[config.mk]
export PLATFORM = sky130hd
export DESIGN_NAME = uart_rx_flat
export DESIGN_NICKNAME = d
export VERILOG_FILES = /design/src/rtl/uart_rx_if.sv /design/src/rtl/uart_rx.sv /design/src/flat_wrapper.sv
export SDC_FILE = /design/constraint.sdc
export NUM_CORES = 1
export LEC_CHECK = 0
export ABC_AREA = 1
export CORE_MARGIN = 2
export CORE_UTILIZATION = 25
export CTS_BUF_LIST = sky130_fd_sc_hd__clkbuf_8 sky130_fd_sc_hd__clkbuf_16
export DETAILED_ROUTE_END_ITERATION = 10
export GPL_TIMING_DRIVEN = 0
export PLACE_DENSITY = 0.42
export SLEW_MARGIN = 20
export SYNTH_ARGS = -nofsm -noshare
export SYNTH_HDL_FRONTEND = slang
export SYNTH_SLANG_ARGS = --single-unit
[constraint.sdc]
create_clock -name clk_i -period 3.6 [get_ports clk_i]
set_clock_uncertainty 0.15 [all_clocks]
set_input_delay 0.72 -clock clk_i [delete_from_list [all_inputs] [get_ports clk_i]]
set_output_delay 0.72 -clock clk_i [all_outputs]
set_load 0.05 [all_outputs]
[src/rtl/uart_rx_if.sv]
// Byte-side handshake and status signals of the UART receiver, plus the serial line.
// master = receiver, slave = consumer / line driver.
interface uart_rx_if;
  logic       rx_i;
  logic [7:0] data_o;
  logic       data_vld_o;
  logic       data_rdy_i;
  logic       frame_err_o;
  logic       overrun_o;

  modport master (
    input  rx_i,
    input  data_rdy_i,
    output data_o,
    output data_vld_o,
    output frame_err_o,
    output overrun_o
  );

  modport slave (
    output rx_i,
    output data_rdy_i,
    input  data_o,
    input  data_vld_o,
    input  frame_err_o,
    input  overrun_o
  );
endinterface

[src/rtl/uart_rx.sv]
// 8N1 UART receiver: mid-bit sampling of a synchronised rx line, byte output with
// valid/ready handshake, one-cycle framing-error and overrun pulses.
module uart_rx #(
  parameter int unsigned BAUD_DIV = 434
) (
  input  logic     clk_i,
  input  logic     rst_i,
  uart_rx_if.master rx_bus
);

  if (BAUD_DIV < 4) begin : g_baud_check
    $error("uart_rx: BAUD_DIV must be >= 4");
  end

  localparam int unsigned CW   = $clog2(BAUD_DIV);
  localparam int unsigned HALF = BAUD_DIV / 2;

  typedef enum logic [2:0] {
    S_IDLE,
    S_START,
    S_DATA,
    S_STOP,
    S_BREAK
  } state_t;

  state_t        state;
  state_t        state_nx;
  logic [CW-1:0] cnt;
  logic [2:0]    idx;
  logic [7:0]    shreg;
  logic [7:0]    data_q;
  logic          vld_q;
  logic          ferr_q;
  logic          ovr_q;
  logic          rx_m;
  logic          rx_s;
  logic          fire;
  logic          sample;
  logic          load;
  logic          ovr;
  logic          ferr;

  always_comb begin
    fire = 1'b0;
    case (state)
      S_START:        fire = (cnt == CW'(HALF - 1));
      S_DATA, S_STOP: fire = (cnt == CW'(BAUD_DIV - 1));
      default:        fire = 1'b0;
    endcase
  end

  // State register; the bit counter restarts on every state entry and every bit fire.
  always_ff @(posedge clk_i or posedge rst_i) begin
    if (rst_i) begin
      state <= S_IDLE;
      cnt   <= '0;
    end else begin
      state <= state_nx;
      if (state_nx != state || fire || state == S_IDLE || state == S_BREAK)
        cnt <= '0;
      else
        cnt <= cnt + CW'(1);
    end
  end

  always_comb begin
    state_nx = state;
    case (state)
      S_IDLE:  if (!rx_s) state_nx = S_START;
      S_START: if (fire) state_nx = rx_s ? S_IDLE : S_DATA;
      S_DATA:  if (fire && idx == 3'd7) state_nx = S_STOP;
      S_STOP:  if (fire) state_nx = rx_s ? S_IDLE : S_BREAK;
      S_BREAK: if (rx_s) state_nx = S_IDLE;
      default: state_nx = S_IDLE;
    endcase
  end

  // A consume in the same cycle as the stop sample frees the slot, so no overrun.
  always_comb begin
    sample = (state == S_DATA) && fire;
    load   = (state == S_STOP) && fire && rx_s && (!vld_q || rx_bus.data_rdy_i);
    ovr    = (state == S_STOP) && fire && rx_s && vld_q && !rx_bus.data_rdy_i;
    ferr   = (state == S_STOP) && fire && !rx_s;
  end

  always_ff @(posedge clk_i or posedge rst_i) begin
    if (rst_i) begin
      rx_m   <= 1'b1;
      rx_s   <= 1'b1;
      idx    <= '0;
      shreg  <= '0;
      data_q <= '0;
      vld_q  <= 1'b0;
      ferr_q <= 1'b0;
      ovr_q  <= 1'b0;
    end else begin
      rx_m   <= rx_bus.rx_i;
      rx_s   <= rx_m;
      ferr_q <= ferr;
      ovr_q  <= ovr;
      if (state == S_START && fire)
        idx <= '0;
      else if (sample)
        idx <= idx + 3'd1;
      if (sample)
        shreg[idx] <= rx_s;
      if (load) begin
        data_q <= shreg;
        vld_q  <= 1'b1;
      end else if (vld_q && rx_bus.data_rdy_i) begin
        vld_q  <= 1'b0;
      end
    end
  end

  assign rx_bus.data_o      = data_q;
  assign rx_bus.data_vld_o  = vld_q;
  assign rx_bus.frame_err_o = ferr_q;
  assign rx_bus.overrun_o   = ovr_q;

endmodule

[src/flat_wrapper.sv]
// flat-port wrapper written by rule: the top's interface ports become plain ports
module uart_rx_flat 
#(
  parameter int unsigned BAUD_DIV = 434
)
  (clk_i, rst_i, rx_bus_rx_i, rx_bus_data_rdy_i, rx_bus_data_o, rx_bus_data_vld_o, rx_bus_frame_err_o, rx_bus_overrun_o);
  uart_rx_if rx_bus_i ();
  input  logic clk_i;
  input  logic rst_i;
  input wire logic [$bits(rx_bus_i.rx_i)-1:0] rx_bus_rx_i;
  input wire logic [$bits(rx_bus_i.data_rdy_i)-1:0] rx_bus_data_rdy_i;
  output wire logic [$bits(rx_bus_i.data_o)-1:0] rx_bus_data_o;
  output wire logic [$bits(rx_bus_i.data_vld_o)-1:0] rx_bus_data_vld_o;
  output wire logic [$bits(rx_bus_i.frame_err_o)-1:0] rx_bus_frame_err_o;
  output wire logic [$bits(rx_bus_i.overrun_o)-1:0] rx_bus_overrun_o;
  assign rx_bus_i.rx_i = rx_bus_rx_i;
  assign rx_bus_i.data_rdy_i = rx_bus_data_rdy_i;
  assign rx_bus_data_o = rx_bus_i.data_o;
  assign rx_bus_data_vld_o = rx_bus_i.data_vld_o;
  assign rx_bus_frame_err_o = rx_bus_i.frame_err_o;
  assign rx_bus_overrun_o = rx_bus_i.overrun_o;
  uart_rx #(.BAUD_DIV(BAUD_DIV)) u_core (.clk_i(clk_i), .rst_i(rst_i), .rx_bus(rx_bus_i));
endmodule
==> summary.md, run 1 <==
| Metric | Value |
|---|---|
| GR Util All Layers | `a little over a tenth` |
| Pin count of the biggest net entering global routing | `22` |
| Tcrit/Tclk final | `approximately 64%` |
| Initial antenna violation count | `0` |
| Status | `complete, no violations` |
| Num ports | `15` |
| Detailed-router iteration count before antenna repair | `3` |
| TritonCTS Buffers | `5` |
| Static leakage | `0.959 nW` |
| Max Fclk | `roughly 0.43 GHz` |
| Vias per inst | `4.24` |
| Buffer and inverter count on the worst path | `1` |
| Slowest cell on the critical path | `clkdlybuf4s50_1` |
| RSZ-0062 raised after global routing | `no` |
| Fin Setup TNS | `0 ns` |
| Final hold vios | `0` |
| CP required | `approximately 2.7 ns` |
| Initial DRC count | `60` |
| Met3 WL | `~100 um` |
| Worst hold path class | `flip-flop to flip-flop` |
| # H-tree levels | `2` |
| Pwr per Cell Area | `346 nW/um^2` |
| Max layer used | `met4` |
| Clock Tree Buf Depth | `2` |
| CP Max Fanout | `2` |
| Area grow syn2layout | `20.9%` |
| CP endpoint kind | `output pin` |
| Resize count post-CTS | `0` |
| HP Start | `u_core.rx_m` |
| Crit path largest cell delay | `approximately 0.8 ns` |
| Critical path type | `flip-flop to output pin` |
| Post-CTS setup buffers | `0` |
| Synth top area share | `49.2%` |
| Top cells by area, synth | `dfrtp_1 49%, nand2_1 7.4%, inv_1 6.5%` |
| WL met1 | `between 1500 and 2000 um` |
| Layout Nets | `between 200 and 250` |
| Asr flop ratio synth | `100%` |
| Final Max Tran Viols | `0` |
| Share of layout cells above drive strength 1 | `~16%` |
| Setup crit start kind | `flip-flop` |
| Initial Utilization | `between 20% and 30%` |
| Largest area contributor in the netlist | `dfrtp_1` |
| Avg WL per Cell | `approximately 11 um` |
| YS warnings | `0` |
| Worst rel slew slack | `66.9%` |
| Grt total ovfl | `0` |
| Final worst slack | `1.29 ns` |
| Crit-path cells | `clkdlybuf4s50_1` |
| Clock sinks | `36` |
| Clk_lat worst skew | `0.29 ns` |
| Hold-fix buffers, CTS | `0` |
| Fillers | `about 730` |
| Overall Power | `~720 uW` |
| Setup-failing EPs final | `0` |
| Via count of the first global-routing pass | `about 1300` |
| FF+latch count, synth | `36` |
| Non-filler cells, final | `a little under 300` |
| Die area | `around 7600 um^2` |
| Port Buffers | `14` |
| First-pass GRT wire length | `~6000 um` |
| Routed wire length | `3250 um` |
| Residual DRC count | `0` |
| Rows | `30` |
| Final ANT Viol Nets | `0` |
| Commonest cells after routing, fill and taps aside | `34 x nand2_1, 34 x dfrtp_1, 30 x inv_1` |
| Worst reg2reg path startpoint | `u_core.state[2]` |
| Routed met2 length | `~1400 um` |
| Syn nets | `about 200` |
| Peak supply drop | `0.122 mV` |
| Max-capacitance violation count | `0` |
| Inserted Diodes | `0` |
| # placed instances | `around 290` |
| Post-synth top flop | `dfrtp_1` |
| Min Tclk post-route | `2.31 ns` |
| Util after Layout | `between 30% and 40%` |
| Avg Synthesized Cell Area | `about 9.0 um^2` |
| CORE AREA | `between 6000 and 7000 um^2` |
| Crit path DAT | `1.44 ns` |
| CTS tree | `yes` |
| Seq/Total Area, Yosys | `52.2%` |
| Least-Margin Pin Slew | `about 0.49 ns` |
| Netlist Area Pre-Place | `roughly 1700 um^2` |
| Chip width | `just under 90 um` |
| DP Wirelength | `2320 um` |
| Vias | `between 1000 and 1500` |
| Die Y | `87.2 um` |
| EDFF count, synth | `0` |
| Library cells used by synthesis | `29` |
| Worst setup path startpoint | `u_core.rx_bus.data_o[2]` |
| Clk pin slew, worst setup/hold paths | `about 0.07 ns` |
| Worst slack, placed | `1.45 ns` |
| Post-Synthesis Cells | `192` |
| CP top delay family | `buffers and inverters` |
| GP Congestion | `between 0.7 and 0.8` |
| CTS root buf | `clkbuf_8` |
[sequential cells by signal (all words and copies together) (netlist names)]
| name | count |
|---|---|
| u_core.cnt | 9 |
| u_core.idx | 3 |
| u_core.rx_bus.data_o | 8 |
| u_core.rx_bus.data_vld_o | 1 |
| u_core.rx_bus.frame_err_o | 1 |
| u_core.rx_bus.overrun_o | 1 |
| u_core.rx_m | 1 |
| u_core.rx_s | 1 |
| u_core.shreg | 8 |
| u_core.state | 3 |
[final cells by class]
class	instances	area (um^2)	area share, %
clock inverters	2	11.3	0.539
plain buffers	2	15.0	0.718
flip-flops and latches	36	903	43.2
inverters	33	126	6.04
multi-input cells	121	684	32.7
repair buffers	15	168	8.02
clock buffers	6	82.6	3.95
well taps	80	100	4.79
[kinds of logic after synthesis]
logic type,after synthesis,synth area share (%)
and+or+nand+nor,87,25.8
DFF,36,52.2
buffers and inverters,35,8.18
AOI/OAI and AO/OA,28,10.1
xor gates and xnor gates,3,1.52
adders and majority gates,3,2.17
[synthesized netlist by cell type (2+ instances only)]
master,instances
dfrtp_1,34
nand2_1,34
inv_1,30
nor2_1,21
nand3_1,15
o21ai_0,9
o21ai_1,8
o21ai_2,8
nor3_1,4
ha_1,3
dfstp_2,2
inv_2,2
nand2_2,2
nand3_2,2
nand4_1,2
nor3_4,2
xor2_1,2
[power by group]
part / internal [mW] / switching (mW) / total, mW / leakage, nW
Clock: 0.153 / 0.145 / 0.298 / 0.0486
Combinational: 0.00654 / 0.0117 / 0.0182 / 0.429
Sequential: 0.406 / 0.00129 / 0.408 / 0.481
Total: 0.566 / 0.158 / 0.724 / 0.959
[path summary, 6_finish.rpt]
path | endpoint | cells past startpoint | slack (ns)
worst max-delay path | rx_bus_data_o[2] | 1 | 1.29
worst min-delay path | u_core.rx_s | 0 | 0.21
worst max register to register | u_core.shreg[0] | 10 | 1.79
worst min register to register | u_core.rx_s | 0 | 0.21
max in group asynchronous | u_core.state[1] | 3 | 2.28
min in group asynchronous | u_core.rx_bus.overrun_o | 2 | 0.59
[per-layer routing]
metal	track usage [%]	up-vias
met5	0	-
met4	5.03	0
met3	2.94	6
met2	15.3	15
met1	14.0	572
li1	-	657
[per-stage QoR]
| stage | cell area [um^2] | hold slack, ns |
|---|---|---|
| floorplan | 1730 | 0.195 |
| global placement | 1970 | 0.195 |
| detailed placement | 2000 | 0.197 |
| CTS | 2090 | 0.208 |
| global route | 2090 | 0.214 |
| finish | 2090 | 0.206 |
(Power assumes the default switching activity.)
==> run 2, diff against run 1 <==
==> constraint.sdc (replaced) <==
create_clock -name clk_i -period 2.22 [get_ports clk_i]
set_clock_uncertainty 0.15 [all_clocks]
set_input_delay 0.444 -clock clk_i [delete_from_list [all_inputs] [get_ports clk_i]]
set_output_delay 0.444 -clock clk_i [all_outputs]
set_load 0.05 [all_outputs]
==> results of run 2 <==
The final DEF is identical to that of run 1. Status: complete, no violations.
Main changes from that run: setup slack after placement 1.45 ns -> 0.347 ns; setup slack after layout 1.29 ns -> 0.182 ns; register-to-register setup slack 1.79 ns -> 0.41 ns; total power 0.724 mW -> 1.17 mW; worst IR drop on VDD 0.122 mV -> 0.198 mV
==> edit 1, RTL diff (config.mk and constraints of run 1) <==
`BAUD_DIV` is set to 434 in 2 places; all go to 868.
--- a/src/rtl/uart_rx.sv
+++ b/src/rtl/uart_rx.sv
@@ -2,5 +2,5 @@
 // valid/ready handshake, one-cycle framing-error and overrun pulses.
 module uart_rx #(
-  parameter int unsigned BAUD_DIV = 434
+  parameter int unsigned BAUD_DIV = 868
 ) (
   input  logic     clk_i,
--- a/src/flat_wrapper.sv
+++ b/src/flat_wrapper.sv
@@ -2,5 +2,5 @@
 module uart_rx_flat 
 #(
-  parameter int unsigned BAUD_DIV = 434
+  parameter int unsigned BAUD_DIV = 868
 )
   (clk_i, rst_i, rx_bus_rx_i, rx_bus_data_rdy_i, rx_bus_data_o, rx_bus_data_vld_o, rx_bus_frame_err_o, rx_bus_overrun_o);
Formal check against the unedited RTL: same outputs for any inputs over 10 cycles, from zero or initial values and one cycle with rst_i high; that may be too few to reach the edited logic, so the function may still have changed.
==> edit 1 against run 1 <==
Final area increased by 7.3%. Setup slack improved by 10 ps. Area after synthesis increased by 6.4%. Wire length decreased by 0.52%. Total power increased by 12%. Die area increased by 6.1%. Largest cell class unchanged. First-iteration DRC count increased by 28%. Sequential cell count increased by 1.
==> edit 1: results (changes against run 1) <==
- First-pass GRT wire length: 5740 microns (-4.9%)
- Total GRT Usage: 8.680% (-1.7 points)
- Worst reg2reg path depth: 9 (-1)
- GR Util met3: 2.012% (-0.93 points)
- Largest net degree at the start of global routing: 27 (+23%)
- Reg2reg end: u_core.rx_bus.data_o[1]
- CP peak stage delay: 800 ps (about the same)
- DRT iter0 DRCs: 77 (+28%)
- Nets: 234 (+5.9%)
- Clock power share: 46.5% (+5.3 points)
- Synth area leaders: dfrtp_1 48%, inv_1 7.6%, nand2_1 7.3%, nor2_1 5.1%, o21ai_2 3.8%
- Share of cells above drive strength 1: 17.98% (+2.2 points)
- Worst r2r src: u_core.cnt[6]
- GR Util met1: 11.66% (-2.4 points)
- Cell Int Power: 0.0006481 W (+15%)
- ANT cells: 0 (unchanged)
- Worst-path maximum fanout: 2 (unchanged)
- Vias in the first global route: 1261 (-2.3%)
- Met2 usage: 13.13% (-2.2 points)
- Wire per inst: 9.884 microns (-10%)
- Remaining global-route overflow: 0 (unchanged)
- Unique masters post-synth: 31 (+6.9%)
- FF-to-FF setup slack: 1820 ps (+30 ps)
- Sequential cell area fraction in the yosys report: 50.48% (-1.8 points)
- Asr flop ratio synth: 100.0% (unchanged)
- Max cap viols: 0 (unchanged)
- Largest reg by FF count: u_core.cnt
- Synthesized Nets: 212 (+6.5%)
- CTS root buf: clkbuf_8
- NetSw: 0.0001661 W (+4.9%)
- Metal3 WL: 86 microns (-17%)
- Worst Setup EP: rx_bus_data_o[2]
- Sequential power: 0.000419 W (+3%)
- Post-DP HPWL: 2381 microns (+2.5%)
- Fill cells: 750 (+2.3%)
- Wire length on met1: 1657 microns (-2.8%)
- Leakage Power: 1.037 nW (+8.1%)
- CP delay by family, top: buffers and inverters
- Maximum VDD drop: 0.1283 mV (+5.3%)
- Drt first pass iters: 4 (+1)
- Placer Congestion: 0.7594 (-1.9%)
- Worst-path clk slew: about 80 ps
- Wire length on met2: 1436 microns (+4.0%)
- # H-tree levels: 2 (unchanged)
- Vias per cell: 3.917 (-7.5%)
- Outcome: finished clean
- Max reg flops: 10 (+1)
- Max-slew headroom: 67.29% (+0.37 points)
- Post-synth top cells: 37 x inv_1, 36 x nand2_1, 35 x dfrtp_1, 25 x nor2_1
[edit 1: cell type report]
class	count	area (sq um)	area share, %
Buffer	1	11.26	0.5020
Clock buffer	6	82.58	3.681
Clock inverter	2	37.54	1.673
Inverter	40	150.1	6.693
Multi-Input combinational cell	127	749.5	33.41
Sequential cell	37	928.4	41.38
Tap cell	99	123.9	5.521
Timing Repair Buffer	15	160.2	7.139
[edit 1: cell families (layout without fill, tap and decap cells)]
family	count (synthesis)	in the layout	share of synthesized area, %
simple gates	91	91	25.31
fa+ha+maj	3	3	2.041
compound gates	25	25	9.593
buf+inv	41	64	8.775
flops	37	37	50.48
xor+xnor	8	8	3.810
[edit 1: stage by stage]
step / hold WS, ps / worst slack [ps] / instances / area, sq um
after global placement: 196.7 / 963.1 / 318 / 2103
after detailed placement: 198.1 / 1542 / 319 / 2123
after floorplan: 195.2 / 1901 / 205 / 1839
after CTS: 210.0 / 1281 / 327 / 2243
final: 208.9 / 1297 / 327 / 2243
after global routing: 213.0 / 1241 / 327 / 2243
==> edit 2, RTL diff (settings of run 1) <==
Without the edit above. Make the reset (`rst_i`) synchronous in 2 clocked blocks.
--- a/src/rtl/uart_rx.sv
+++ b/src/rtl/uart_rx.sv
@@ -51,5 +51,5 @@
 
   // State register; the bit counter restarts on every state entry and every bit fire.
-  always_ff @(posedge clk_i or posedge rst_i) begin
+  always_ff @(posedge clk_i) begin
     if (rst_i) begin
       state <= S_IDLE;
@@ -84,5 +84,5 @@
   end
 
-  always_ff @(posedge clk_i or posedge rst_i) begin
+  always_ff @(posedge clk_i) begin
     if (rst_i) begin
       rx_m   <= 1'b1;
Formal check against the unedited RTL: same outputs for any inputs over 10 cycles, from zero or initial values and one cycle with rst_i high; that may be too few to reach the edited logic, so the function may still have changed.
==> edit 2 against run 1 <==
Global-route usage is 0.40 points lower. Wire length rose by 1.1%. Largest cell class is now multi-input combinational cells. Core utilization is 0.31 points higher. Sequential share of layout area down 6.9 points. Area after synthesis decreased by 4.8%. Total power is 8.0% higher. Sequential cell count unchanged. Clock power grew 20%. Setup slack gained 11 ps. Final area is 5.1% lower.
==> edit 2: results (changes against run 1) <==
- Sequential cell area fraction in the yosys report: 43.77% (-8.5 points)
- Synthesized Nets: 230 (+16%)
- Synth area leaders: dfxtp_1 44%, nor2_1 12%, nand2_1 8.7%, nand3_1 6.7%, inv_1 5.5%
- Via count: 1314 (+5.1%)
- Switch share: 21.69% (-0.19 points)
- Total GRT Usage: 10.01% (-0.40 points)
- Worst slew pin tran: 501.0 ps (+6.383 ps)
- IO Port Bufs: 13 (-1)
- Placer Congestion: 0.7449 (-3.8%)
- Share of cells above drive strength 1: 9.426% (-6.4 points)
- Outcome: finished clean
- Clock group: 0.000358 W (+20%)
- Post-Place Cell Area: 1873 sq um (-6.2%)
- Synth Area in Compound Gates: 4.103% (-6.0 points)
- Reg area: 720.7 sq um (-20%)
- NonClk Buf Share: 7.188% (-1.5 points)
- Wire per inst: 10.24 microns (-7.1%)
- Asr flop ratio synth: 0% (-100 points)
- Largest net degree at the start of global routing: 13 (-41%)
- Nets: 250 (+13%)
- Sequential cell count: 36 (unchanged)
- DRT iter0 DRCs: 58 (-3.3%)
- Non-CTS buffers: 16 (-1)
- Fill cells: 674 (-8.0%)
- FF-to-FF setup slack: 1920 ps (+130 ps)
- Final-layout clock-cell area share: 5.612% (+1.1 points)
- Reg2reg end: u_core.shreg[7]
- Worst-path maximum fanout: 2 (unchanged)
- XOR/XNOR share of the synthesized area: 3.723% (+2.2 points)
- Post-DP HPWL: 2334 microns (+0.40%)
- Leakage Power: 0.7236 nW (-25%)
- Multi-input combinational gate total: 157 (+30%)
- Worst hold endpoint: u_core.rx_s
- Worst hold stages: 1 (+1)
- Min-delay src: u_core.rx_m
- Layout Cell Area excl Fill: 1984 sq um (-5.1%)
- Post-synth top cells: 53 x nor2_1, 38 x nand2_1, 36 x dfxtp_1, 24 x inv_1, 22 x nand3_1
- Inverters: 27 (-18%)
- Hold WS: 263.2 ps (+57.32 ps)
- Sequential power: 0.000401 W (-2%)
- Clkbuf count: 5 (-1)
- Unique masters post-synth: 25 (-14%)
- Synth Area in Adders: 2.280% (+0.11 points)
- Worst r2r src: u_core.state[2]
- Maximum VDD drop: 0.1613 mV (+32%)
- Dpl ws: 1293 ps (-158.3 ps)
[edit 2: worst max path at each step]
stage,start,to,slack (ps),cells after the start
4_1_cts,u_core.rx_bus.data_o[1],rx_bus_data_o[1],1280,1
3_3_place_gp,rx_bus_data_rdy_i,u_core.rx_bus.data_vld_o,1300,4
6_report,u_core.rx_bus.data_o[1],rx_bus_data_o[1],1300,1
5_1_grt,u_core.rx_bus.data_vld_o,rx_bus_data_vld_o,1230,1
2_1_floorplan,rst_i,u_core.shreg[4],1950,5
3_5_place_dp,rx_bus_data_rdy_i,u_core.rx_bus.data_o[1],1290,6
[edit 2: through the flow]
step	cells	power, W
after global routing	321	0.0008115
after global placement	313	0.0004335
after CTS	321	0.0007941
final	321	0.0007821
after floorplan	223	0.0004263
after detailed placement	313	0.0004333
[edit 2: metal layers]
metal	wire, microns	part of all wire (%)	GRT usage, %
met3	171	5.2	3.599
met2	1267	39	13.71
met5	0	0	0
met1	1805	55	13.69
met4	42	1.3	5.195
